File: src/rtl/cmd_dispatch_pkg.sv
// cmd_dispatch_pkg: shared definitions for cmd_dispatch_ctrl.
//   - opcode constants (upper 4 bits of cmdata)
//   - FSM state encoding
//   - id_pattern(): the identification word returned by OP_ID
package cmd_dispatch_pkg;

  localparam logic [3:0] OP_NOP       = 4'd0;
  localparam logic [3:0] OP_READ_BASE = 4'd1;   // 1..8  : read sensor (op-1)
  localparam logic [3:0] OP_PWM_BASE  = 4'd9;   // 9..12 : write duty (op-9)
  localparam logic [3:0] OP_DIFF      = 4'd13;
  localparam logic [3:0] OP_STOP      = 4'd14;
  localparam logic [3:0] OP_ID        = 4'd15;

  typedef enum logic [1:0] {
    ST_IDLE = 2'd0,
    ST_EXEC = 2'd1,
    ST_RESP = 2'd2
  } state_e;

  // Repeating "10" pattern; the caller keeps the low w bits.
  function automatic logic [63:0] id_pattern(input int unsigned w);
    logic [63:0] p;
    p = {32{2'b10}};
    if (w < 64) p = p & ((64'd1 << w) - 64'd1);
    return p;
  endfunction

endpackage

File: src/rtl/cmd_dispatch_ctrl_pwm_bank.sv
// pwm_bank: N_PWM duty registers with write/clear decode and optional
// watchdog.
// Optional feature macro: WATCHDOG_EN (counter that clears all duties after
// WDOG_CYCLES cycles without a PWM_WR/STOP commit).
// Ports:
//   clk_sm2, rst_n   clock / async active-low reset
//   wr_en_i          commit a duty write this cycle
//   wr_idx_i         duty channel to write
//   wr_data_i        new duty value
//   clr_i            commit STOP: clear all duties this cycle
//   pwm_o            flattened duties, channel k at [k*DATA_W +: DATA_W]
//   wdog_trip_o      one-cycle watchdog expiry strobe
module pwm_bank #(
  parameter int DATA_W      = 8,
  parameter int N_PWM       = 4,
  parameter int WDOG_CYCLES = 1000000
) (
  input  logic                    clk_sm2,
  input  logic                    rst_n,
  input  logic                    wr_en_i,
  input  logic [1:0]              wr_idx_i,
  input  logic [DATA_W-1:0]       wr_data_i,
  input  logic                    clr_i,
  output logic [N_PWM*DATA_W-1:0] pwm_o,
  output logic                    wdog_trip_o
);

  logic [N_PWM*DATA_W-1:0] duty_q;
  logic                    expire;

`ifdef WATCHDOG_EN
  localparam int CNT_W = (WDOG_CYCLES > 2) ? $clog2(WDOG_CYCLES) : 1;

  logic [CNT_W-1:0] cnt_q;
  logic             trip_q;
  logic             commit;

  // A commit on the expiry edge reloads the counter and suppresses the trip.
  assign commit = wr_en_i | clr_i;
  assign expire = !commit && (cnt_q == CNT_W'(WDOG_CYCLES - 1));

  always_ff @(posedge clk_sm2 or negedge rst_n) begin
    if (!rst_n) begin
      cnt_q  <= '0;
      trip_q <= 1'b0;
    end else if (commit) begin
      cnt_q  <= '0;
      trip_q <= 1'b0;
    end else if (expire) begin
      cnt_q  <= '0;
      trip_q <= 1'b1;
    end else begin
      cnt_q  <= cnt_q + 1'b1;
      trip_q <= 1'b0;
    end
  end

  assign wdog_trip_o = trip_q;
`else
  // No watchdog hardware in this build; the parameter stays referenced so
  // both builds share one parameter list.
  localparam bit WDOG_CFG_OK = (WDOG_CYCLES >= 1);
  assign expire      = 1'b0;
  assign wdog_trip_o = 1'b0 & WDOG_CFG_OK;
`endif

  always_ff @(posedge clk_sm2 or negedge rst_n) begin
    if (!rst_n) begin
      duty_q <= '0;
    end else if (clr_i || expire) begin
      duty_q <= '0;
    end else if (wr_en_i) begin
      for (int k = 0; k < N_PWM; k++) begin
        if (wr_idx_i == 2'(k)) duty_q[k*DATA_W +: DATA_W] <= wr_data_i;
      end
    end
  end

  assign pwm_o = duty_q;

endmodule

File: src/rtl/cmd_dispatch_ctrl.sv
// cmd_dispatch_ctrl: accepts 4-bit-opcode commands, executes them against
// the sensor inputs and the PWM duty bank, and returns one response word.
// Optional feature macro: WATCHDOG_EN (see pwm_bank).
// Handshake: a command transfers on a posedge where cmd_valid && cmd_ready;
// cmd_ready is high only in IDLE, so cmd_valid outside IDLE is ignored.
// The response (dout/err) registers one edge after the accept edge and
// dout_valid strobes for exactly one cycle alongside it.
// Ports:
//   clk_sm2, rst_n         clock / async active-low reset
//   cmd_valid, cmd_ready   command handshake
//   cmdata                 [DATA_W+3:DATA_W] opcode, [DATA_W-1:0] payload
//   pdata                  flattened sensors, channel k at [k*DATA_W +: DATA_W]
//   dout, dout_valid, err  response word, strobe, illegal-command strobe
//   pwm                    flattened duty registers
//   wdog_trip              watchdog expiry strobe (0 without WATCHDOG_EN)
//   dbg_state              current FSM state
module cmd_dispatch_ctrl
  import cmd_dispatch_pkg::*;
#(
  parameter int DATA_W      = 8,
  parameter int N_SENS      = 4,
  parameter int N_PWM       = 4,
  parameter int WDOG_CYCLES = 1000000
) (
  input  logic                     clk_sm2,
  input  logic                     rst_n,
  input  logic                     cmd_valid,
  output logic                     cmd_ready,
  input  logic [4+DATA_W-1:0]      cmdata,
  input  logic [N_SENS*DATA_W-1:0] pdata,
  output logic [DATA_W-1:0]        dout,
  output logic                     dout_valid,
  output logic                     err,
  output logic [N_PWM*DATA_W-1:0]  pwm,
  output logic                     wdog_trip,
  output logic [1:0]               dbg_state
);

  localparam logic [63:0]       ID_FULL = id_pattern(DATA_W);
  localparam logic [DATA_W-1:0] ID_PAT  = ID_FULL[DATA_W-1:0];

  state_e               state_q, state_d;
  logic [4+DATA_W-1:0]  cmd_q;
  logic [DATA_W-1:0]    dout_q, dout_d;
  logic                 dout_valid_q, err_q;
  logic                 accept, exec;

  logic [3:0]           op;
  logic [DATA_W-1:0]    payload;
  logic [2:0]           rd_idx;
  logic [1:0]           pwm_idx;
  logic [DATA_W-1:0]    rd_word, diff_w;
  logic                 illegal, pwm_wr, pwm_clr;

  // ---------------- FSM ----------------
  always_ff @(posedge clk_sm2 or negedge rst_n) begin
    if (!rst_n) state_q <= ST_IDLE;
    else        state_q <= state_d;
  end

  always_comb begin
    state_d   = state_q;
    cmd_ready = 1'b0;
    accept    = 1'b0;
    exec      = 1'b0;
    case (state_q)
      ST_IDLE: begin
        cmd_ready = 1'b1;
        accept    = cmd_valid;
        if (cmd_valid) state_d = ST_EXEC;
      end
      ST_EXEC: begin
        exec    = 1'b1;
        state_d = ST_RESP;
      end
      ST_RESP: state_d = ST_IDLE;
      default: state_d = ST_IDLE;
    endcase
  end

  assign dbg_state = state_q;

  // ---------------- decode ----------------
  assign op      = cmd_q[4+DATA_W-1:DATA_W];
  assign payload = cmd_q[DATA_W-1:0];
  // Low opcode bits minus one give the channel for both READ (1..8) and
  // PWM_WR (9..12) ranges without a 4-bit subtract.
  assign rd_idx  = op[2:0] - 3'd1;
  assign pwm_idx = op[1:0] - 2'd1;

  if (N_SENS >= 4) begin : g_diff
    logic [DATA_W:0] sum_a, sum_b;
    assign sum_a  = {1'b0, pdata[0*DATA_W +: DATA_W]} + {1'b0, pdata[2*DATA_W +: DATA_W]};
    assign sum_b  = {1'b0, pdata[1*DATA_W +: DATA_W]} + {1'b0, pdata[3*DATA_W +: DATA_W]};
    assign diff_w = sum_a[DATA_W:1] - sum_b[DATA_W:1];
  end else begin : g_no_diff
    assign diff_w = '0;
  end

  always_comb begin
    rd_word = '0;
    for (int k = 0; k < N_SENS; k++) begin
      if (rd_idx == 3'(k)) rd_word = pdata[k*DATA_W +: DATA_W];
    end
  end

  always_comb begin
    dout_d  = '0;
    illegal = 1'b0;
    pwm_wr  = 1'b0;
    pwm_clr = 1'b0;
    case (op)
      OP_NOP:  dout_d = '0;
      OP_DIFF: begin
        if (N_SENS < 4) illegal = 1'b1;
        else            dout_d  = diff_w;
      end
      OP_STOP: pwm_clr = 1'b1;
      OP_ID:   dout_d  = ID_PAT;
      default: begin
        if (op < OP_PWM_BASE) begin
          if (int'(rd_idx) < N_SENS) dout_d  = rd_word;
          else                       illegal = 1'b1;
        end else begin
          if (int'(pwm_idx) < N_PWM) begin
            pwm_wr = 1'b1;
            dout_d = payload;
          end else begin
            illegal = 1'b1;
          end
        end
      end
    endcase
    if (illegal) dout_d = '0;
  end

  // ---------------- response registers ----------------
  always_ff @(posedge clk_sm2 or negedge rst_n) begin
    if (!rst_n) begin
      cmd_q        <= '0;
      dout_q       <= '0;
      dout_valid_q <= 1'b0;
      err_q        <= 1'b0;
    end else begin
      if (accept) cmd_q  <= cmdata;
      if (exec)   dout_q <= dout_d;
      dout_valid_q <= exec;
      err_q        <= exec & illegal;
    end
  end

  assign dout       = dout_q;
  assign dout_valid = dout_valid_q;
  assign err        = err_q;

  pwm_bank #(
    .DATA_W      (DATA_W),
    .N_PWM       (N_PWM),
    .WDOG_CYCLES (WDOG_CYCLES)
  ) u_pwm_bank (
    .clk_sm2     (clk_sm2),
    .rst_n       (rst_n),
    .wr_en_i     (exec & pwm_wr),
    .wr_idx_i    (pwm_idx),
    .wr_data_i   (payload),
    .clr_i       (exec & pwm_clr),
    .pwm_o       (pwm),
    .wdog_trip_o (wdog_trip)
  );

endmodule

File: config.mk
export PLATFORM = sky130hd
export DESIGN_NAME = cmd_dispatch_ctrl
export DESIGN_NICKNAME = d
export VERILOG_FILES = /design/src/rtl/cmd_dispatch_pkg.sv /design/src/rtl/cmd_dispatch_ctrl_pwm_bank.sv /design/src/rtl/cmd_dispatch_ctrl.sv
export SDC_FILE = /design/constraint.sdc
export NUM_CORES = 1
export LEC_CHECK = 0
export ABC_AREA = 1
export CAP_MARGIN = 0
export CORE_UTILIZATION = 51
export DETAILED_ROUTE_END_ITERATION = 6
export PLACE_DENSITY = 0.81
export SYNTH_ARGS = -nofsm -noshare
export SYNTH_HDL_FRONTEND = slang
export SYNTH_HIERARCHICAL = 1
export SYNTH_SLANG_ARGS = --single-unit
File: constraint.sdc
create_clock -name clk_sm2 -period 2.4 [get_ports clk_sm2]
set_input_delay 0.6 -clock clk_sm2 [delete_from_list [all_inputs] [get_ports clk_sm2]]
set_output_delay 0.6 -clock clk_sm2 [all_outputs]
set_load 0.005 [all_outputs]
# [Word level (Yosys, flattened, before mapping)]
# Cells that the tools add are included.
[totals] ramBits=0 mem_count=0 wordCells=70 latch_bits=0 output_inout_bits=46 romBits=0 reg_bits=56
[classes] eq_ne=11 mux=25 n_lt_le_gt_ge=2 bitwise=3 shifts=0 div=0 reduce_logical=15 mul=0 add_sub_neg=5
[op_table] cell="two-way mux 8 bit" n=11
[op_table] cell="two-way mux 32 bit" n=2
[op_table] cell="one-hot mux 8 bit (3 select lines)" n=1
[op_table] cell="adder 8 x 8 -> 9 bit" n=2
[op_table] cell="== test 4 bit, second input constant" n=3
[op_table] cell="nonzero test 2 bit" n=5
[op_table] cell="two-way mux 1 bit" n=9
[op_table] cell="AND reduction 2 bit" n=4
[op_table] cell="subtractor 8 bit" n=1
[op_table] cell="== test 3 x 2 -> 1 bit, second input constant" n=2
[op_table] cell="== test 2 x 1 -> 1 bit, second input constant" n=2
[op_table] cell="== test 2 bit, second input constant" n=2
[op_table] cell="zero test 2 bit" n=2
[op_table] cell="zero test 4 bit" n=1
[op_table] cell="< comparator 4 bit, second input constant" n=1
[op_table] cell="one-hot mux 2 bit (2 select lines)" n=1
[op_table] cell="OR reduction 4 bit" n=1
[op_table] cell="AND 1 bit" n=3
[op_table] cell="== test 3 x 1 -> 1 bit, second input constant" n=1
[op_table] cell="zero test 3 bit" n=1
[op_table] cell="< comparator 3 bit, second input constant" n=1
[op_table] cell="subtractor 3 x 1 -> 3 bit, second input constant" n=1
[op_table] cell="two-way mux 2 bit" n=1
[op_table] cell="!= test 2 bit, second input constant" n=1
[op_table] cell="2 further kinds" n=2

# [Longest topological paths before layout]
# Gate-level depths: netlist (run 1).
[depth] word_depth=10 ltp_mapped=18 mapped_depth_nobuf=18

# [By module]
# The synthesis (run 1) kept the hierarchy.
[modules_own_cells] module="cmd_dispatch_ctrl" area_per_inst_um2=2585.0 seq_area_each_um2=600.6 cells_per_inst=401 instances=1
[modules_own_cells] module="pwm_bank" area_per_inst_um2=1425.1 seq_area_each_um2=800.8 cells_per_inst=164 instances=1

# [Worst setup path before layout (run 1)]
# Ideal clock, no wire load.
[synth_path] kind="input -> register" from="in pdata[10]" to="reg dout_q[5] (netlist: dout[5])" setup_ns=0.117 stages=16 path_buffers=0 t_arrival_ns=2.666 setup_slack_ns=-0.384 t_required_ns=2.283 path_cell_list="ha_1 -> nand2_1 -> o21ai_0 -> a21oi_1 -> nor2_1 -> nor2_1 -> xor2_1 -> ha_1 -> nand2_1 -> or2_2 -> nand3_1 -> nand2_1 -> nand3_1 -> nand3_1 -> nand3_1 -> nand2_1"
[synth_between] elab_chain_cells=4
[synth_lines] item="start: declaration" line="cmd_dispatch_ctrl.sv:30" text="input logic [N_SENS*DATA_W-1:0] pdata,"
[synth_lines] item="adder 8 x 8 -> 9 bit" line="cmd_dispatch_ctrl.sv:94" text="assign sum_b = {1'b0, pdata[1*DATA_W +: DATA_W]} + {1'b0, pdata[3*DATA_W +: DATA_W]};"
[synth_lines] item="subtractor 8 bit" line="cmd_dispatch_ctrl.sv:95" text="assign diff_w = sum_a[DATA_W:1] - sum_b[DATA_W:1];"
[synth_lines] item="one-hot mux 8 bit (3 select lines)" line="cmd_dispatch_ctrl.sv:112" text="case (op)"
[synth_lines] item="two-way mux 8 bit" line="cmd_dispatch_ctrl.sv:134" text="if (illegal) dout_d = '0;"
[synth_lines] item="end signal: assignment" line="cmd_dispatch_ctrl.sv:146" text="if (exec) dout_q <= dout_d;"
[synth_lines] item="end: declaration" line="cmd_dispatch_ctrl.sv:44" text="logic [DATA_W-1:0] dout_q, dout_d;"
# No other way between the ends.
# A chain may end at the register's enable or synchronous reset.

# [Final worst setup path (run 1)]
[layout_path] from="in pdata[18]" to="reg dout_q[6] (netlist: dout[6])"
[layout_between] elab_chain_cells=4
[layout_lines] item="adder 8 x 8 -> 9 bit" line="cmd_dispatch_ctrl.sv:93" text="assign sum_a = {1'b0, pdata[0*DATA_W +: DATA_W]} + {1'b0, pdata[2*DATA_W +: DATA_W]};"
[layout_lines] item="subtractor 8 bit" line="cmd_dispatch_ctrl.sv:95"
[layout_lines] item="one-hot mux 8 bit (3 select lines)" line="cmd_dispatch_ctrl.sv:112"
[layout_lines] item="two-way mux 8 bit" line="cmd_dispatch_ctrl.sv:134"
# No other way between the ends.

==> results.json, run 1 <==
{
  "maxCapViolCount": 0,
  "yosysUniqueCellTypes": 34,
  "seqCellArea_um2": 1400,
  "clk_path_buf_depth": 2,
  "fin_ws_ns": -0.236,
  "ys.warnings.count": 6,
  "clock_skew_ns": 0.00896,
  "crit_path_end_kind": "flop",
  "postSynthCellCount": 565,
  "die_width_um": 90.7,
  "die_area_um2": 8220,
  "gp_congestion": 0.933,
  "cts-buffers-inserted": 5,
  "cpMaxStageDelayCell": "ha_1",
  "dp_slack_ns": -0.929,
  "detail_route.iter0.violations": 349,
  "dp_cells": 796,
  "pin_count": 93,
  "cts_root_buf": "clkbuf_8",
  "synth_area_leaders": "dfrtp_1 (35%), nand2_1 (18%), nand3_1 (9.6%)",
  "cts_max_level": 2,
  "synth_area_um2": 4010,
  "path_clk_slew_ns": 0.10,
  "wire_per_inst_um": 15.3,
  "yosys.area.top_type_share": 0.349,
  "dr.pass1.iters": 5,
  "cts_sinks": 56,
  "fmax_mhz": 379,
  "grt_max_degree": 57,
  "fill_cells": 511,
  "p_leak_nw": 3.04,
  "track_usage": 0.302,
  "tightest_slew_ns": 0.665,
  "arrival_ns": 2.85,
  "postPlaceCellArea_um2": 5500,
  "pwr_density_cell_nw_per_um2": 806,
  "max-slew-margin-rel": 0.556,
  "num_rows": 31,
  "period_share": 1.10,
  "crit_chain": "buf_8 > ha_4 > a21oi_4 > o21ai_4 > a21oi_2 > nor2_1 > nor2_2 > xnor2_1 > ha_1 > nand2_2 > inv_2 > nand4_1 > nand3_1 > or2_4 > nand3_2 > nand2_1 > nand2_1 > nand2_1",
  "grt_pass1_vias": 4215,
  "outcome": "complete, but fails checks",
  "setup_violations": 4,
  "worst_r2r_path_depth": 11,
  "yosysMostFrequentCell": "nand2_1",
  "slowest_delay_ns": 0.33,
  "hpwl_um": 9480,
  "synth_enable_flop_cells": 0,
  "die_height_um": 90.7,
  "cp_top_family": "simple AND/OR/NAND/NOR gates",
  "instances_no_fill": 810,
  "syn_nets": 642,
  "initial_core_util": 0.541,
  "yosysTopAreaCell": "dfrtp_1",
  "holdBufCountCts": 0,
  "vias_per_cell": 5.42,
  "drc": 0,
  "drt-total-wl_um": 12400,
  "antenna_left": 0,
  "peakVddDrop_mv": 0.443,
  "cts_tree": "built",
  "reg2reg_to": "u_pwm_bank/pwm_o[19]$_DFFE_PN0P_",
  "ys.flop_type": "dfrtp_1",
  "ys_seq_area_frac": 0.349,
  "n_antenna_cell": 0,
  "path_class": "in -> reg",
  "io_buffers": 91,
  "antenna_found_initial": 0,
  "fin_crit_ns": 2.64,
  "ys_seq_elements": 56,
  "multi_input_area_um2": 2710,
  "cp-start-kind": "input port",
  "overflow": 0,
  "worstPathRequired_ns": 2.62,
  "async_reset_ff_frac": 1.00,
  "drive_above_1_share": 0.248,
  "vias": 4388,
  "timing.hold.ws_ns": 0.390,
  "hold_path_class": "in -> async",
  "final_net_count": 787,
  "rsz0062_at_grt": "true",
  "slew_violations": 0,
  "failed_checks": "setup timing",
  "yosys-top-cells-count": "nand2_1 (197), nand3_1 (77), dfrtp_1 (56), inv_1 (56), nor2_1 (38)",
  "r2r-start": "cmd_q[8]$_DFFE_PN0P_",
  "core_um2": 7410,
  "area_growth_pct": 47.6,
  "syn_avg_cell_area_um2": 7.10,
  "cp_max_fo": 4,
  "cp_num_buf_inv": 2,
  "hold_violations": 0,
  "grt_pass1_wl_um": 19700,
  "stdcell_area_um2": 5920,
  "r2r_setup_slack_ns": 0.26,
  "cp_common_cell": "nand2_1",
  "insertion_delay_ns": 0.32
}
-- what timing repair did --
item	CTS	global route
resized for setup	116	45
pin swaps	49	41
gates cloned	0	0
setup buffers	3	4
setup endpoints to repair	7	6
-- routing by layer --
layer	track usage	routed length, µm	vias up
met4	0.0968	283	0
met2	0.501	6020	203
met3	0.0396	862	35
met1	0.407	5210	2045
li1	-	-	2105
met5	0	0	-
-- through the flow --
step           total power [W]  TNS [ns]  utilization
4_1_cts                0.00460    -0.345        0.778
3_3_place_gp           0.00390     -5.15        0.743
5_1_grt                0.00509     -1.30        0.799
2_1_floorplan          0.00281    -0.490            -
3_5_place_dp           0.00400     -5.79        0.743
6_report               0.00477    -0.758        0.799
-- cell usage in the layout, fill, tap and decap left out, drive strengths merged, types with 2 or more instances in the layout --
cell           count
a21oi             28
a31oi              2
buf               72
clkbuf             8
clkdlybuf4s15      3
clkdlybuf4s50     62
dfrtp             56
dlygate4sd2        8
fa                 3
ha                27
inv               65
nand2            207
nand3             81
nand4              6
nor2              43
nor3               2
o211ai             3
o21ai             13
or2                5
xnor2              5
xor2               8
-- worst reg2reg max path: stages (launching register included) --
cell     delay [ns]
dfrtp_1        0.43
inv_1          0.08
buf_4          0.18
ha_1           0.28
nand2_2        0.12
nand3_2        0.13
nor3_2         0.21
buf_12         0.19
nand3_4        0.14
inv_2          0.16
nand2_1        0.07
nand2_1        0.09
-- final cells by class --
cell class,count,share of cell area
clock inverters,3,0.00359
inverters,64,0.0410
flip-flops and latches,56,0.237
multi-input cells,435,0.458
well taps,99,0.0209
clock buffers,5,0.0116
repair buffers,148,0.228
-- registers in the layout, indices dropped and copies added (netlist names) --
signal and flops:
cmd_q 12, dout_valid 1, u_pwm_bank/pwm_o 32, err 1, dout 8, dbg_state 2
-- where the power goes --
group,switching (W),internal (W),total [W]
Clock,0.000317,0.000208,0.000525
Sequential,0.000217,0.00126,0.00148
Combinational,0.00142,0.00134,0.00276
-- kinds of logic after synthesis --
family / count (synthesis) / synth area share
buffers and inverters: 74 / 0.0730
AO/OA/AOI/OAI: 47 / 0.0665
other: 1 / 0.000935
adder cells (fa/ha/maj): 30 / 0.0992
flip-flops: 56 / 0.349
XOR/XNOR: 13 / 0.0284
AND/OR/NAND/NOR: 344 / 0.383
-- worst max path at each step --
stage                          from                  end  slack (ns)  depth (start not counted)
final                     pdata[18]  dout[6]$_DFFE_PN0P_       -0.24                         18
after global placement     pdata[8]  dout[6]$_DFFE_PN0P_       -0.86                         18
after CTS                  pdata[2]  dout[7]$_DFFE_PN0P_       -0.12                         18
after global routing      pdata[17]  dout[5]$_DFFE_PN0P_       -0.35                         18
after detailed placement   pdata[8]  dout[6]$_DFFE_PN0P_       -0.93                         18
after floorplan            pdata[8]  dout[6]$_DFFE_PN0P_       -0.22                         17
Power figures use the tool's default switching activity.
==> run 2: changes to the inputs <==
--- a/config.mk
+++ b/config.mk
@@ -7,9 +7,9 @@
 export LEC_CHECK = 0
 export ABC_AREA = 1
 export CAP_MARGIN = 0
-export CORE_UTILIZATION = 51
+export CORE_UTILIZATION = 30
+export CTS_CLUSTER_SIZE = 8
 export DETAILED_ROUTE_END_ITERATION = 6
-export PLACE_DENSITY = 0.81
 export SYNTH_ARGS = -nofsm -noshare
 export SYNTH_HDL_FRONTEND = slang
 export SYNTH_HIERARCHICAL = 1
==> constraint.sdc (replaced) <==
create_clock -name clk_sm2 -period 2.15 [get_ports clk_sm2]
set_input_delay 0.5375 -clock clk_sm2 [delete_from_list [all_inputs] [get_ports clk_sm2]]
set_output_delay 0.5375 -clock clk_sm2 [all_outputs]
set_load 0.005 [all_outputs]
==> results.json, run 2 (synthesis gave the netlist of run 1 again) <==
{
  "outcome": "complete, but fails checks",
  "failed_checks": "setup timing",
  "cts-buffers-inserted": 5,
  "peakVddDrop_mv": 0.341,
  "layout_commonest_cell": "nand2_1",
  "cp-start-kind": "input port",
  "area_growth_pct": 57.2,
  "dp_slack_ns": -1.14,
  "num_rows": 41,
  "antenna_left": 0,
  "n_antenna_cell": 0,
  "maxCapViolCount": 0,
  "tightest_slew_ns": 0.591,
  "postPlaceCellArea_um2": 5730,
  "internal_power_w": 0.00345,
  "fmax_mhz": 399,
  "timing.hold.ws_ns": 0.237,
  "gp_congestion": 0.859,
  "rsz0062_at_grt": "true",
  "grt_pass1_vias": 4318,
  "dr.pass1.iters": 6,
  "die_height_um": 118,
  "die_area_um2": 13800,
  "initial_core_util": 0.313,
  "wire_per_inst_um": 14.1,
  "core_um2": 12800,
  "instances_no_fill": 900,
  "fin_crit_ns": 2.51,
  "switching_power_w": 0.00220,
  "slew_violations": 0,
  "path_class": "in -> reg",
  "p_leak_nw": 3.18,
  "clk_path_buf_depth": 2,
  "final_net_count": 804,
  "holdBufCountCts": 0,
  "max-slew-margin-rel": 0.605,
  "setup_violations": 6,
  "vias_per_cell": 4.72,
  "fin_setup_tns_ns": -1.31,
  "combPwrFrac": 0.558,
  "drive_above_1_share": 0.262,
  "stdcell_area_um2": 6300,
  "worstPathRequired_ns": 2.34,
  "detail_route.iter0.violations": 268,
  "hold_violations": 0,
  "pin_count": 93,
  "antenna_found_initial": 0,
  "seqPwrFrac": 0.293,
  "hpwl_um": 9780,
  "grt_pass1_wl_um": 20900,
  "track_usage": 0.185,
  "period_share": 1.17,
  "insertion_delay_ns": 0.29,
  "cts_max_level": 2,
  "pwr_density_cell_nw_per_um2": 896,
  "dp_cells": 884,
  "hold_path_class": "in -> async",
  "io_buffers": 91,
  "worst_r2r_path_depth": 10,
  "cts_sinks": 56,
  "drc": 0,
  "p_sw_frac": 0.390,
  "cts_tree": "built",
  "fin_ws_ns": -0.356,
  "largest_reg_flops": 32,
  "path_clk_slew_ns": 0.07,
  "clock_skew_ns": 0.00719,
  "cp_max_fo": 4,
  "crit_path_end_kind": "flop",
  "vias": 4249,
  "drt-total-wl_um": 12700,
  "overflow": 0,
  "die_width_um": 118,
  "clkPwrFrac": 0.149,
  "grt_max_degree": 57,
  "arrival_ns": 2.69,
  "cts_root_buf": "clkbuf_16",
  "layout_common_cells": "nand2_1 (189), nand3_1 (73), buf_4 (67)"
}
[run 2: path summary, 6_finish.rpt]
| check | start | endpoint | slack [ns] |
|---|---|---|---|
| max in group asynchronous | rst_n | u_pwm_bank/pwm_o[6]$_DFFE_PN0P_ | 1.67 |
| worst min-delay path | rst_n | u_pwm_bank/pwm_o[30]$_DFFE_PN0P_ | 0.24 |
| worst max-delay path | pdata[18] | dout[7]$_DFFE_PN0P_ | -0.36 |
| worst min register to register | dout[1]$_DFFE_PN0P_ | dout[1]$_DFFE_PN0P_ | 0.49 |
| worst max register to register | cmd_q[8]$_DFFE_PN0P_ | u_pwm_bank/pwm_o[30]$_DFFE_PN0P_ | 0.12 |
| min in group clk_sm2 | dout[1]$_DFFE_PN0P_ | dout[1]$_DFFE_PN0P_ | 0.49 |
[run 2: area by class of cell]
cell class / instances / area [µm²]
flip-flops and latches: 56 / 1400
well taps: 172 / 215
clock buffers: 6 / 139
multi-input cells: 435 / 2810
fillers: 1263 / 6520
inverters: 64 / 243
clock inverters: 2 / 13.8
repair buffers: 165 / 1480
[run 2: timing repair]
item,in CTS,in global routing
gates resized for setup,113,34
setup buffers,8,1
pin swaps,46,27
setup endpoints to repair,7,28
[run 2: per-stage QoR]
step | total power (W) | utilization
finish | 0.00565 | 0.491
global route | 0.00607 | 0.491
CTS | 0.00553 | 0.479
detailed placement | 0.00454 | 0.447
global placement | 0.00448 | 0.447
floorplan | 0.00314 | -
[run 2: per-layer routing]
metal | GRT usage | routed length, µm | share of wire | vias up
met1 | 0.247 | 5810 | 0.46 | 1995
met3 | 0.0228 | 601 | 0.047 | 8
met4 | 0.0345 | 112 | 0.0088 | 0
met2 | 0.321 | 6150 | 0.49 | 114
met5 | 0 | 0 | 0 | -
li1 | - | - | - | 2132
[run 2: worst max-delay path, stage by stage]
cell and delay (ns):
buf_8 0.10, ha_4 0.29, nand2_4 0.05, o21ai_4 0.16, buf_6 0.11, nand4_1 0.07
o211ai_1 0.11, xor2_1 0.28, ha_1 0.34, nand2_1 0.09, nor2_1 0.04, nand2_1 0.09
nand3_2 0.07, inv_1 0.05, nand3_1 0.05, nand2_1 0.06, nand2_1 0.05, nand2_1 0.07
a21oi_2 0.05
[run 2: power groups by stage]
stage	clock (W)	sequential (W)	combinational, W
CTS	0.000862	0.00166	0.00301
finish	0.000843	0.00165	0.00315
floorplan	0	0.00165	0.00149
global route	0.000898	0.00170	0.00348
global placement	0	0.00167	0.00281
detailed placement	0	0.00168	0.00286
